==> config.mk <==
export PLATFORM = sky130hd
export DESIGN_NAME = pwm_timebase
export DESIGN_NICKNAME = d
export VERILOG_FILES = /design/src/rtl/pwm_timebase.sv
export SDC_FILE = /design/constraint.sdc
export NUM_CORES = 1
export LEC_CHECK = 0
export ABC_AREA = 1
export BUFFER_PORTS_ARGS = -buffer_cell sky130_fd_sc_hd__buf_2
export CAP_MARGIN = 20
export CORE_MARGIN = 2
export CORE_UTILIZATION = 35
export DETAILED_ROUTE_END_ITERATION = 7
export PLACE_DENSITY_LB_ADDON = 0.15
export REMOVE_ABC_BUFFERS = 1
export SLEW_MARGIN = 25
export SYNTH_ARGS = -nofsm -noshare
export SYNTH_HDL_FRONTEND = slang
export SYNTH_SLANG_ARGS = --single-unit
==> constraint.sdc <==
create_clock -name clk -period 4.3 [get_ports clk]
set_input_delay 0.43 -clock clk [delete_from_list [all_inputs] [get_ports clk]]
set_output_delay 0.43 -clock clk [all_outputs]
set_load 0.02 [all_outputs]
==> src/rtl/pwm_timebase.sv <==
`default_nettype none
// ============================================================================
// Module      : pwm_timebase
// Description : PWM time-base counter. It supports a programmable period, a
//               clock prescaler and edge-aligned (sawtooth) or center-aligned
//               (triangle) counting. The period, prescale and mode registers
//               are shadowed and load only at a cycle boundary, so the output
//               waveform changes without glitches.
// Revision    : 1.0 - initial release
// ============================================================================
module pwm_timebase #(
    parameter int                WIDTH      = 8,
    parameter int                PRESC_W    = 4,
    parameter logic [WIDTH-1:0]  RST_PERIOD = {WIDTH{1'b1}}
) (
    input  logic               clk,
    input  logic               rst_n,
    input  logic               enable,
    input  logic               mode,
    input  logic [WIDTH-1:0]   period_in,
    input  logic [PRESC_W-1:0] prescale_in,
    input  logic               update,
    output logic [WIDTH-1:0]   count,
    output logic               dir,
    output logic               zero_tick,
    output logic               period_tick,
    output logic               upd_ack
);

    localparam logic              c_MODE_EDGE = 1'b0;
    localparam logic [WIDTH-1:0]  c_CNT_ONE   = {{(WIDTH-1){1'b0}}, 1'b1};
    localparam logic [PRESC_W-1:0] c_PRE_ONE  = {{(PRESC_W-1){1'b0}}, 1'b1};

    // Architectural state
    logic [WIDTH-1:0]   r_count;
    logic               r_dir;
    logic               r_zero_tick;
    logic               r_period_tick;
    logic               r_upd_ack;
    logic [WIDTH-1:0]   r_per_act;
    logic [PRESC_W-1:0] r_presc_act;
    logic               r_mode_act;
    logic [PRESC_W-1:0] r_pre_cnt;
    logic               r_pending;

    // Next-state terms
    logic               w_step;
    logic               w_boundary;
    logic               w_load;
    logic [WIDTH-1:0]   w_per_nxt;
    logic [PRESC_W-1:0] w_presc_nxt;
    logic               w_mode_nxt;
    logic [WIDTH-1:0]   w_count_nxt;
    logic               w_dir_nxt;
    logic [PRESC_W-1:0] w_pre_nxt;
    logic               w_zero_nxt;
    logic               w_period_nxt;

    // Step, boundary, shadow load and counter next-state decode
    always_comb begin
        // A step happens when the prescaler reaches its terminal value.
        // The >= guards against a prescaler value left above a smaller load.
        w_step = enable && (r_pre_cnt >= r_presc_act);

        // Edge: the step that wraps to 0. Center: the turn-up step at 0.
        // A zero period in center mode never turns down, so every step there
        // is treated as a boundary to let a pending update get through.
        if (r_mode_act == c_MODE_EDGE) begin
            w_boundary = (r_count >= r_per_act);
        end else begin
            w_boundary = (r_dir && (r_count == '0)) || (r_per_act == '0);
        end

        // While disabled there is no cycle in progress: load right away.
        w_load = (r_pending || update) && (!enable || (w_step && w_boundary));

        w_per_nxt   = w_load ? period_in   : r_per_act;
        w_presc_nxt = w_load ? prescale_in : r_presc_act;
        w_mode_nxt  = w_load ? mode        : r_mode_act;

        w_count_nxt = r_count;
        w_dir_nxt   = r_dir;

        if (w_step) begin
            if (w_boundary) begin
                // Boundary step: restart the cycle using the (possibly new)
                // period. The direction always restarts upwards.
                w_dir_nxt = 1'b0;
                if ((r_mode_act == c_MODE_EDGE) || (w_per_nxt == '0)) begin
                    w_count_nxt = '0;
                end else begin
                    w_count_nxt = c_CNT_ONE;
                end
            end else if (r_mode_act == c_MODE_EDGE) begin
                w_count_nxt = r_count + c_CNT_ONE;
                w_dir_nxt   = 1'b0;
            end else if (!r_dir) begin
                if (r_count >= r_per_act) begin
                    w_dir_nxt   = 1'b1;
                    w_count_nxt = r_per_act - c_CNT_ONE;
                end else begin
                    w_count_nxt = r_count + c_CNT_ONE;
                end
            end else begin
                w_count_nxt = r_count - c_CNT_ONE;
            end
        end else if (w_load && (w_mode_nxt == c_MODE_EDGE)) begin
            // Load while disabled: count/dir hold, but edge mode never
            // reports a downward direction.
            w_dir_nxt = 1'b0;
        end

        if (!enable || w_step) begin
            w_pre_nxt = '0;
        end else begin
            w_pre_nxt = r_pre_cnt + c_PRE_ONE;
        end

        w_zero_nxt   = w_step && (w_count_nxt == '0);
        w_period_nxt = w_step && (w_count_nxt == w_per_nxt);
    end

    // Register all state and outputs; asynchronous active-low reset
    always_ff @(posedge clk or negedge rst_n) begin
        if (!rst_n) begin
            r_count       <= '0;
            r_dir         <= 1'b0;
            r_zero_tick   <= 1'b0;
            r_period_tick <= 1'b0;
            r_upd_ack     <= 1'b0;
            r_per_act     <= RST_PERIOD;
            r_presc_act   <= '0;
            r_mode_act    <= c_MODE_EDGE;
            r_pre_cnt     <= '0;
            r_pending     <= 1'b0;
        end else begin
            r_count       <= w_count_nxt;
            r_dir         <= w_dir_nxt;
            r_zero_tick   <= w_zero_nxt;
            r_period_tick <= w_period_nxt;
            r_upd_ack     <= w_load;
            r_per_act     <= w_per_nxt;
            r_presc_act   <= w_presc_nxt;
            r_mode_act    <= w_mode_nxt;
            r_pre_cnt     <= w_pre_nxt;
            r_pending     <= (r_pending || update) && !w_load;
        end
    end

    assign count       = r_count;
    assign dir         = r_dir;
    assign zero_tick   = r_zero_tick;
    assign period_tick = r_period_tick;
    assign upd_ack     = r_upd_ack;

endmodule
`default_nettype wire

==> run summary <==
## Route
• 4 — detailed-router iteration count before antenna repair
• 0 — # DRC
• 13.8 um — routed wire length per instance
• 2237 — DR vias
• 6.33 mm — detailed-route wire length
• 0 — Detail Route Antenna Nets
• 158 — DR iter-0 viols
• 4.88 — number of vias per cell

## Global routing
• 10.7 mm — wire length of the first global-routing pass
• 2.57% — M3 GR Usage
• met2 — highest-utilization routing layer at the global route stage
• 28.7% — GRT met2 Usage
• 18.5% — total routing resource utilization after global routing
• 0 — antenna violations before repair
• 26.7% — met1 usage
• 0 — grt ovf
• 2106 — number of global-route vias before repair
• 31 — largest net degree at the start of global routing

## Floorplan
• 35.6% — effective utilization at floorplan
• 86.4 um — x dimension of the die
• 6680 sq um — CORE AREA
• 30 — placement row count
• 29 — Boundary Pins
• 86.4 um — overall die height
• 7470 sq um — Die Outline Area

## Clock network
• 0 — count of cells resized by post-cts repair
• clkbuf_8 — clock root buffer
• 0.28 ns — clock latency reported for the late side of the worst-skew pair
• 2 — CTS Buffer Depth
• 2 — number of levels in the clock H-tree
• 0.06 ns — clock slew at reported path FFs
• built — CTS tree
• 0 — number of buffers inserted by post-CTS setup repair
• 5 — cts bufs inserted
• 0 — number of hold buffers added after CTS
• 30 — number of sinks driven by the clock tree

## Layout
• 19.8% — ratio of cells with drive above 1 in the final layout
• 2680 sq um — cell area after layout
• 458 — number of standard cells in the final layout excluding fillers
• 12.8% — Area Growth Syn to Fin
• 707 — number of filler instances in the final layout
• 412 — final-stage net count
• 40.2% — final core area utilization
• 0 — Diodes inserted

## STA
• 0 — max-slew violation count
• 0.190 ns — Worst Hold Slack
• 0 — Final Hold Fails
• 0.694 ns — transition time of the tightest slew-check pin
• 2.93 ns — Final Critical Period
• 0 — number of setup violations in the final report
• false — RSZ-0062 raised after global routing
• 341 MHz — FMAX
• 0 ns — accumulated negative setup slack
• 1.37 ns — final worst slack
• 0.00512 ns — worst setup skew after layout
• 53.7% — worst max-slew margin expressed relative to the limit
• 68.2% — final cycle utilization of the critical path

## Power and ir drop
• 1.97 mW — overall power after layout
• 200 uV — maximum resistive drop on vdd
• 736 nW/um^2 — total power density per cell area
• 1.51 nW — leakage dissipation

## Place
• 28 — buffers added on ports
• 1.40 ns — Post-Place Worst Slack
• 2590 sq um — Placement Cell Area
• 450 — number of cells in the design after placement
• 0.893 — placer congestion estimate
• 4.98 mm — total half-perimeter wirelength after legalization and detailed placement

## Yosys
• nand2_1 — cell with the most instances after synthesis
• dfrtp_1 (23%), nand2_1 (18%), ha_1 (9.5%) — cell types with the largest area share after synthesis
• 6.87 sq um — mean instance size in the synthesized netlist
• 30 — Seq cells post-synth
• 100% — share of flip-flops with an asynchronous set or reset
• 34 — number of unique standard cell types used by synthesis
• 32.0% — share of the yosys chip area belonging to registers
• 346 — number of standard cells after synthesis
• nand2_1 (111), inv_1 (40), nand3_1 (30) — commonest cells in the synthesized netlist
• 23.1% — portion of synthesized cell area occupied by the leading cell type
• dfrtp_1 — area leader, netlist
• 0 — yosys synthesis warning count
• 2380 sq um — post-synthesis cell area
• 0 — count of flip-flops with a built-in enable after synthesis
• dfrtp_1 — Main synth FF type

## Worst setup path
• inv_1, ha_1, a21o_1, nor2_1, nand3_1, nand2_2, nand2_2, nand3_2, nand2_1, nand2_2, nand2_1, nor2_1, nand2_1, nand2_1, nand2_1, nand2_1, nand2_1, nand2_1, nor2_2 — CP Cell Sequence
• 12 — Max Fanout on Critical Path
• 1 — count of buffering cells on the critical path with inverters included
• 4.47 ns — Data required, critical path
• flip-flop — category of the worst setup path capture point
• flip-flop — element type at the critical path start
• dfstp_2 — Max stage delay cell, worst path
• 3.11 ns — arrival time worst endpoint
• reg2reg — Worst Path Class, Setup
• simple AND/OR/NAND/NOR gates — cell class contributing the biggest share of worst-path delay
• nand2_1 — cell occurring most often along the worst timing path
• 0.54 ns — maximum single-stage delay on the critical path

## Status
• complete, no violations — status

## Min path
• in2async — type of the tightest min-delay check

## Run
• 0 — Maximum Capacitance Violations

==> cell families after synthesis <==
group,share of synthesized area [%]
xor+xnor,4.05
buf+inv,9.63
flops,32.0
simple gates,37.4
compound gates,7.47
fa+ha+maj,9.47
==> where the power goes <==
part | internal [mW] | switching, mW
logic | 0.382 | 0.803
clock network | 0.129 | 0.104
registers | 0.421 | 0.136
total | 0.932 | 1.04
==> routing by layer <==
| metal | vias to the layer above | routed length (um) |
|---|---|---|
| li1 | 1161 | - |
| met1 | 1014 | 3120 |
| met2 | 53 | 2830 |
| met3 | 9 | 281 |
| met4 | 0 | 89 |
| met5 | - | 0 |
==> layout make-up <==
type | count | area [sq um] | share of cell area [%]
Tap cell | 80 | 100 | 3.73
Timing Repair Buffer | 28 | 140 | 5.22
Multi-Input combinational cell | 259 | 1390 | 51.7
Clock inverter | 1 | 5.00 | 0.186
Sequential cell | 30 | 761 | 28.3
Inverter | 53 | 203 | 7.55
Clock buffer | 7 | 86.3 | 3.22
==> path summary, 6_finish.rpt <==
check,startpoint,slack (ns),cells after the start,end
max,r_per_act[7]$_DFF_PN1_,1.37,19,period_tick$_DFF_PN0_
min,rst_n,0.19,1,r_presc_act[1]$_DFFE_PN0N_
max reg2reg,r_per_act[7]$_DFF_PN1_,1.37,19,period_tick$_DFF_PN0_
min reg2reg,r_pre_cnt[0]$_DFF_PN0_,0.50,1,r_pre_cnt[0]$_DFF_PN0_
max in group asynchronous,rst_n,3.66,1,zero_tick$_DFF_PN0_
min in group clk,prescale_in[0],0.35,3,r_presc_act[0]$_DFFE_PN0N_
==> state kept, by name (all words and copies together) (netlist names) <==
register / flops
zero_tick: 1
count: 8
r_presc_act: 4
r_per_act: 8
r_mode_act: 1
upd_ack: 1
period_tick: 1
r_pre_cnt: 4
dir: 1
r_pending: 1
==> cells in the final DEF, fill, tap and decap left out <==
cell and instances:
xor2_1 10, o211ai_2 1, nand3_2 2, a21o_1 1, o21ai_1 1, o31ai_1 1
dfstp_2 8, nor3_2 1, xnor2_1 1, nand3b_1 4, nand4_1 5, o22ai_1 3
clkinv_2 2, or2_2 1, nand2_2 9, ha_1 18, a21oi_1 8, inv_1 40
nor2_1 27, nor3_1 4, buf_2 28, nand3_1 30, inv_4 1, clkbuf_8 6
nor2_2 2, o311ai_0 1, nand4_2 1, nand2_1 111, clkbuf_1 1, inv_2 11
o21bai_1 1, nand2_4 2, dfrtp_1 22, o21ai_0 14
No activity file was read; power rests on OpenSTA's default activity.
